--- config.mk ---
export PLATFORM = sky130hd
export DESIGN_NAME = pb_event_scheduler
export DESIGN_NICKNAME = d
export VERILOG_FILES = /design/src/rtl/pb_event_scheduler.sv
export SDC_FILE = /design/constraint.sdc
export NUM_CORES = 1
export LEC_CHECK = 0
export ABC_AREA = 1
export BUFFER_PORTS_ARGS = -buffer_cell sky130_fd_sc_hd__buf_2
export CORE_ASPECT_RATIO = 0.5
export CORE_MARGIN = 1.5
export CORE_UTILIZATION = 50
export CTS_CLUSTER_SIZE = 10
export DETAILED_ROUTE_END_ITERATION = 8
export PLACE_DENSITY = 0.64
export SYNTH_ARGS = -nofsm -noshare
export SYNTH_HDL_FRONTEND = slang
export SYNTH_SLANG_ARGS = --single-unit
--- constraint.sdc ---
create_clock -name clk -period 1.98 [get_ports clk]
set_input_delay 0.198 -clock clk [delete_from_list [all_inputs] [get_ports clk]]
set_output_delay 0.198 -clock clk [all_outputs]
set_load 0.01 [all_outputs]
--- src/rtl/pb_event_scheduler.sv ---
// rtl/pb_event_scheduler.sv - per-button hold classifier with round-robin event output
module pb_event_scheduler #(
    parameter int N_BTN         = 4,
    parameter int LONG_CYCLES   = 50000000,
    parameter int REPEAT_CYCLES = 10000000,
    parameter int IDX_W         = $clog2(N_BTN)
) (
    input  logic             clk,
    input  logic             rst,
    input  logic [N_BTN-1:0] pressed_pulse,
    input  logic [N_BTN-1:0] released_pulse,
    input  logic [N_BTN-1:0] btn_enable,
    output logic             ev_valid,
    input  logic             ev_ready,
    output logic [IDX_W-1:0] ev_btn,
    output logic [1:0]       ev_code,
    output logic             overflow,
    input  logic             clr_overflow
);

    localparam int MAX_CYC = (LONG_CYCLES > REPEAT_CYCLES) ? LONG_CYCLES : REPEAT_CYCLES;
    localparam int TMR_W   = $clog2(MAX_CYC);

    localparam logic [TMR_W-1:0] LONG_LAST = TMR_W'(LONG_CYCLES - 1);
    localparam logic [TMR_W-1:0] REP_LAST  = TMR_W'(REPEAT_CYCLES - 1);

    localparam logic [1:0] CODE_SHORT  = 2'b00;
    localparam logic [1:0] CODE_LONG   = 2'b01;
    localparam logic [1:0] CODE_REPEAT = 2'b10;

    typedef enum logic [1:0] {
        ST_IDLE,
        ST_HELD,
        ST_LONG_HELD
    } state_t;

    state_t             state_q      [N_BTN];
    state_t             state_d      [N_BTN];
    logic [TMR_W-1:0]   timer_q      [N_BTN];
    logic [TMR_W-1:0]   timer_d      [N_BTN];
    logic [N_BTN-1:0]   slot_valid_q;
    logic [N_BTN-1:0]   slot_valid_d;
    logic [1:0]         slot_code_q  [N_BTN];
    logic [1:0]         slot_code_d  [N_BTN];
    logic               ev_valid_q, ev_valid_d;
    logic [IDX_W-1:0]   ev_btn_q, ev_btn_d;
    logic [1:0]         ev_code_q, ev_code_d;
    logic [IDX_W-1:0]   ptr_q, ptr_d;
    logic               overflow_q, overflow_d;

    logic               load;
    logic               grant_found;
    logic [IDX_W-1:0]   grant_idx;
    logic [IDX_W-1:0]   cand_idx;
    logic               post;
    logic [1:0]         post_code;
    logic               drop;

    always_comb begin
        state_d      = state_q;
        timer_d      = timer_q;
        slot_valid_d = slot_valid_q;
        slot_code_d  = slot_code_q;
        ev_valid_d   = ev_valid_q;
        ev_btn_d     = ev_btn_q;
        ev_code_d    = ev_code_q;
        ptr_d        = ptr_q;
        overflow_d   = overflow_q;
        grant_found  = 1'b0;
        grant_idx    = '0;
        cand_idx     = '0;
        post         = 1'b0;
        post_code    = CODE_SHORT;
        drop         = 1'b0;

        load = !ev_valid_q || ev_ready;

        // Scan starts just past the last winner so every channel gets a turn.
        for (int k = 1; k <= N_BTN; k++) begin
            cand_idx = IDX_W'((int'(ptr_q) + k) % N_BTN);
            if (!grant_found && slot_valid_q[cand_idx] && btn_enable[cand_idx]) begin
                grant_found = 1'b1;
                grant_idx   = cand_idx;
            end
        end

        if (load) begin
            ev_valid_d = grant_found;
            if (grant_found) begin
                ev_btn_d                = grant_idx;
                ev_code_d               = slot_code_q[grant_idx];
                ptr_d                   = grant_idx;
                slot_valid_d[grant_idx] = 1'b0;
            end
        end

        for (int i = 0; i < N_BTN; i++) begin
            post      = 1'b0;
            post_code = CODE_SHORT;
            if (!btn_enable[i]) begin
                state_d[i]      = ST_IDLE;
                timer_d[i]      = '0;
                slot_valid_d[i] = 1'b0;
            end else begin
                case (state_q[i])
                    ST_IDLE: begin
                        if (pressed_pulse[i]) begin
                            state_d[i] = ST_HELD;
                            timer_d[i] = '0;
                        end
                    end
                    ST_HELD: begin
                        timer_d[i] = timer_q[i] + 1'b1;
                        if (released_pulse[i]) begin
                            post       = 1'b1;
                            post_code  = CODE_SHORT;
                            state_d[i] = ST_IDLE;
                            timer_d[i] = '0;
                        end else if (timer_q[i] == LONG_LAST) begin
                            post       = 1'b1;
                            post_code  = CODE_LONG;
                            state_d[i] = ST_LONG_HELD;
                            timer_d[i] = '0;
                        end
                    end
                    ST_LONG_HELD: begin
                        timer_d[i] = timer_q[i] + 1'b1;
                        if (released_pulse[i]) begin
                            state_d[i] = ST_IDLE;
                            timer_d[i] = '0;
                        end else if (timer_q[i] == REP_LAST) begin
                            post       = 1'b1;
                            post_code  = CODE_REPEAT;
                            timer_d[i] = '0;
                        end
                    end
                    default: begin
                        state_d[i] = ST_IDLE;
                        timer_d[i] = '0;
                    end
                endcase

                // slot_valid_d already reflects this cycle's grant, so a freed slot accepts the post.
                if (post) begin
                    if (slot_valid_d[i]) begin
                        drop = 1'b1;
                    end else begin
                        slot_valid_d[i] = 1'b1;
                        slot_code_d[i]  = post_code;
                    end
                end
            end
        end

        if (drop) begin
            overflow_d = 1'b1;
        end else if (clr_overflow) begin
            overflow_d = 1'b0;
        end
    end

    always_ff @(posedge clk) begin
        if (rst) begin
            for (int i = 0; i < N_BTN; i++) begin
                state_q[i]     <= ST_IDLE;
                timer_q[i]     <= '0;
                slot_code_q[i] <= CODE_SHORT;
            end
            slot_valid_q <= '0;
            ev_valid_q   <= 1'b0;
            ev_btn_q     <= '0;
            ev_code_q    <= CODE_SHORT;
            ptr_q        <= IDX_W'(N_BTN - 1);
            overflow_q   <= 1'b0;
        end else begin
            state_q      <= state_d;
            timer_q      <= timer_d;
            slot_code_q  <= slot_code_d;
            slot_valid_q <= slot_valid_d;
            ev_valid_q   <= ev_valid_d;
            ev_btn_q     <= ev_btn_d;
            ev_code_q    <= ev_code_d;
            ptr_q        <= ptr_d;
            overflow_q   <= overflow_d;
        end
    end

    assign ev_valid = ev_valid_q;
    assign ev_btn   = ev_btn_q;
    assign ev_code  = ev_code_q;
    assign overflow = overflow_q;

endmodule

==> flow_metrics.env <==
export IMPL_crit_slowest_cell="dfxtp_2"
export IMPL_slowest_delay_ps=340
export IMPL_ys_ff_latch=132
export IMPL_start_kind="register"
export IMPL_arrival_ps=2330
export IMPL_drv_cap=0
export IMPL_synth_top_cell_area_share_pct=31.3
export IMPL_crit_cells=11
export IMPL_p_per_area_nw_per_um2=745
export IMPL_drive_gt1_share_pct=24.8
export IMPL_routedWlPerCell_um=14.0
export IMPL_clock_sinks=132
export IMPL_highest_layer="met4"
export IMPL_synth_common_cells="296 x nand2_1, 167 x inv_1, 136 x nor2_1, 132 x dfxtp_1, 104 x a21oi_1"
export IMPL_postCtsHoldBufs=0
export IMPL_syn_avg_cell_area_um2=6.53
export IMPL_antennaDiodeCount=0
export IMPL_worstPathMaxFanout=4
export IMPL_worst_path_buf_inv=2
export IMPL_setup_slack_ps=-41.7
export IMPL_start_util_pct=51.3
export IMPL_area_delta_synth_final_pct=28.1
export IMPL_ir_drop_uv=752
export IMPL_rr_endpoint="timer_q[21]"
export IMPL_synth_xor_area_share_pct=3.53
export IMPL_synth_area_um2=8430
export IMPL_yosys_warnings=0
export IMPL_critPathRequiredTime_ps=2280
export IMPL_cts_buffer_depth=2
export IMPL_drtPass1Iterations=6
export IMPL_synthArstFlopShare_pct=0
export IMPL_synth_compound_area_share_pct=12.7
export IMPL_grt_pass1_vias=7988
export IMPL_path_delay_family="simple AND/OR/NAND/NOR gates"
export IMPL_htreeDepth=4
export IMPL_boundaryPins=22
export IMPL_critical_path_class="register to register"
export IMPL_antenna_found_initial=0
export IMPL_avgViaCountPerCell=5.37
export IMPL_ant_nets=0
export IMPL_yosysMostFrequentCell="nand2_1"
export IMPL_via_count=8845
export IMPL_hold_path_class="input pin to register"
export IMPL_dr_wl_met2_mm=10.5
export IMPL_failed_checks="setup timing"
export IMPL_ff2ff_path_depth=11
export IMPL_skew_ps=8.06
export IMPL_drtIter0Drc=612
export IMPL_min_period_ps=2020
export IMPL_slew_viol_final=0
export IMPL_startpoint="timer_q[0]"
export IMPL_grt_max_degree=28
export IMPL_path_cells="buf_6 > nand3_4 > nor2_2 > nand2_2 > nor2_4 > inv_2 > nor4_4 > nand4_1 > and2_1 > o21ai_1 > a21oi_1"
export IMPL_ys_types=52
export IMPL_setup_violations=2
export IMPL_met1_length_mm=11.3
export IMPL_route_detailed_drc=0
export IMPL_yosys_area_top_type="dfxtp_1"
export IMPL_synth_simple_area_share_pct=40.1
export IMPL_cts_tree="built"
export IMPL_cp_end_kind="register"
export IMPL_status="finished with violations"
export IMPL_finalNetCount=1439
export IMPL_routabilityCongestion=0.908
export IMPL_place_area_um2=9390
export IMPL_synthAdderAreaFrac_pct=2.37
export IMPL_worst_skew_pair_late_latency_ps=420
export IMPL_fmax_ghz=0.495
export IMPL_finalSetupTns_ps=-79.1
export IMPL_yosysSeqAreaShare_pct=31.3
export IMPL_r2r_slack_ps=-40
export IMPL_muxShareOfSynthArea_pct=0
export IMPL_clkSlewWorstSetupHoldPaths_ps=60
export IMPL_synth_nets=1324
export IMPL_synthFlopType="dfxtp_1"
export IMPL_grt_overflow=0
export IMPL_cts_buffers_inserted=17
export IMPL_wl_mm=23.0
export IMPL_cts_root_buf="clkbuf_16"
export IMPL_worstReg2RegStart="timer_q[0]"
export IMPL_worstMarginPinSlew_ps=590
export IMPL_hold_viol=0
export IMPL_die_area_um2=17700
export IMPL_synth_edff_count=0
export IMPL_die_h_um=94.8
export IMPL_p_leak_nw=4.02
export IMPL_timing_slew_headroom_pct=60.6
export IMPL_rows=33
export IMPL_met3_wirelength_um=921
export IMPL_grt_use_total_pct=25.6
export IMPL_final_area_um2=10800
export IMPL_finalCritPeriodShare_pct=102
export IMPL_synthCells=1292
export IMPL_io_buffers=21
export IMPL_fp_coreArea_um2=16400
export IMPL_grt_pass1_wl_mm=37.3
export IMPL_rsz0062_at_grt="true"
export IMPL_dieWidth_um=187
export IMPL_crit_path_end="timer_q[21]"
export IMPL_ys_top_cells_by_area="dfxtp_1 31%, nand2_1 13%, inv_1 7.4%"
export IMPL_synth_top_family_by_area="simple AND/OR/NAND/NOR gates"
export IMPL_dp_hpwl_mm=15.9
## how the worst min path moves through the flow
stage,from,end,cells past startpoint
after detailed placement,ev_btn[0],ev_btn[0],2
final,rst,slot_code_q[2],2
after CTS,rst,slot_code_q[2],2
after global routing,rst,slot_code_q[2],2
after floorplan,released_pulse[0],state_q[7],3
after global placement,slot_code_q[4],slot_code_q[4],2
## cell type report
class	count	area, µm²
Sequential cell	132	2680
Clock inverter	12	179
Tap cell	227	284
Fill cell	1514	5630
Timing Repair Buffer	132	1020
Inverter	179	687
Clock buffer	20	457
Multi-Input combinational cell	945	5500
## through the flow
| step | std cells | utilization [%] | power (mW) | hold WS (ps) | setup WS, ps |
|---|---|---|---|---|---|
| floorplan | 1292 | - | 4.04 | 376 | 172 |
| global placement | 1593 | 57.1 | 4.48 | 450 | -32.4 |
| detailed placement | 1593 | 57.1 | 4.50 | 456 | -38.2 |
| CTS | 1626 | 61.2 | 7.92 | 55.6 | 5.96 |
| global route | 1647 | 65.8 | 8.39 | 60.5 | -252 |
| finish | 1647 | 65.8 | 8.05 | 63.4 | -41.7 |
## layout by cell type (no fill, tap or decap), types with 4 or more instances in the layout
| cell type | instances |
|---|---|
| dfxtp_4 | 4 |
| nor3_2 | 6 |
| buf_12 | 5 |
| o2111ai_1 | 5 |
| nor2_2 | 15 |
| nor4_2 | 6 |
| nand4_1 | 49 |
| buf_4 | 101 |
| ha_1 | 13 |
| nor3_4 | 8 |
| nand3_4 | 9 |
| o21ai_1 | 10 |
| buf_2 | 21 |
| nand3_1 | 69 |
| a21oi_1 | 100 |
| inv_2 | 14 |
| clkbuf_16 | 17 |
| dfxtp_2 | 18 |
| nand2_1 | 275 |
| o211ai_1 | 9 |
| bufinv_16 | 4 |
| nand2_4 | 9 |
| nand2_2 | 29 |
| nor2_1 | 121 |
| or2_1 | 5 |
| nor3_1 | 25 |
| xor2_1 | 32 |
| nor2_4 | 20 |
| nand3_2 | 19 |
| a31oi_1 | 6 |
| o21ai_0 | 27 |
| inv_1 | 159 |
| a21oi_2 | 5 |
| nand3b_1 | 7 |
| dfxtp_1 | 110 |
| or2_2 | 8 |
| nor4_1 | 15 |
| o22ai_1 | 15 |
| buf_6 | 5 |
## cell families after synthesis
kind of cell,after synthesis
AO/OA/AOI/OAI,190
XOR/XNOR,34
adder cells (fa/ha/maj),16
buffers and inverters,215
flip-flops,132
AND/OR/NAND/NOR,705
## layer usage
layer  vias to the layer above  GRT usage [%]
met2                       195           42.7
met5                         -              0
met3                        37           4.72
met1                      4111           34.4
li1                       4502              -
met4                         0           6.59
## state kept, by name, summed over array words and instances, names as in the netlist, 2 cells and up
| name | cells |
|---|---|
| ev_btn | 2 |
| timer_q | 104 |
| slot_code_q | 8 |
| state_q | 8 |
| ptr_q | 2 |
| slot_valid_q | 4 |
| ev_code | 2 |
## power breakdown
part	internal [mW]	switching, mW	total, mW
Combinational	0.621	1.17	1.79
Clock	2.18	1.27	3.44
Sequential	2.74	0.0764	2.81
## repair_timing
action / in CTS / in global routing
pin swaps: 1 / 49
setup buffers: 1 / 21
gates resized for setup: 7 / 158
gates cloned: 0 / 0
endpoints found under the setup margin: 18 / 116
(Power assumes the default switching activity.)
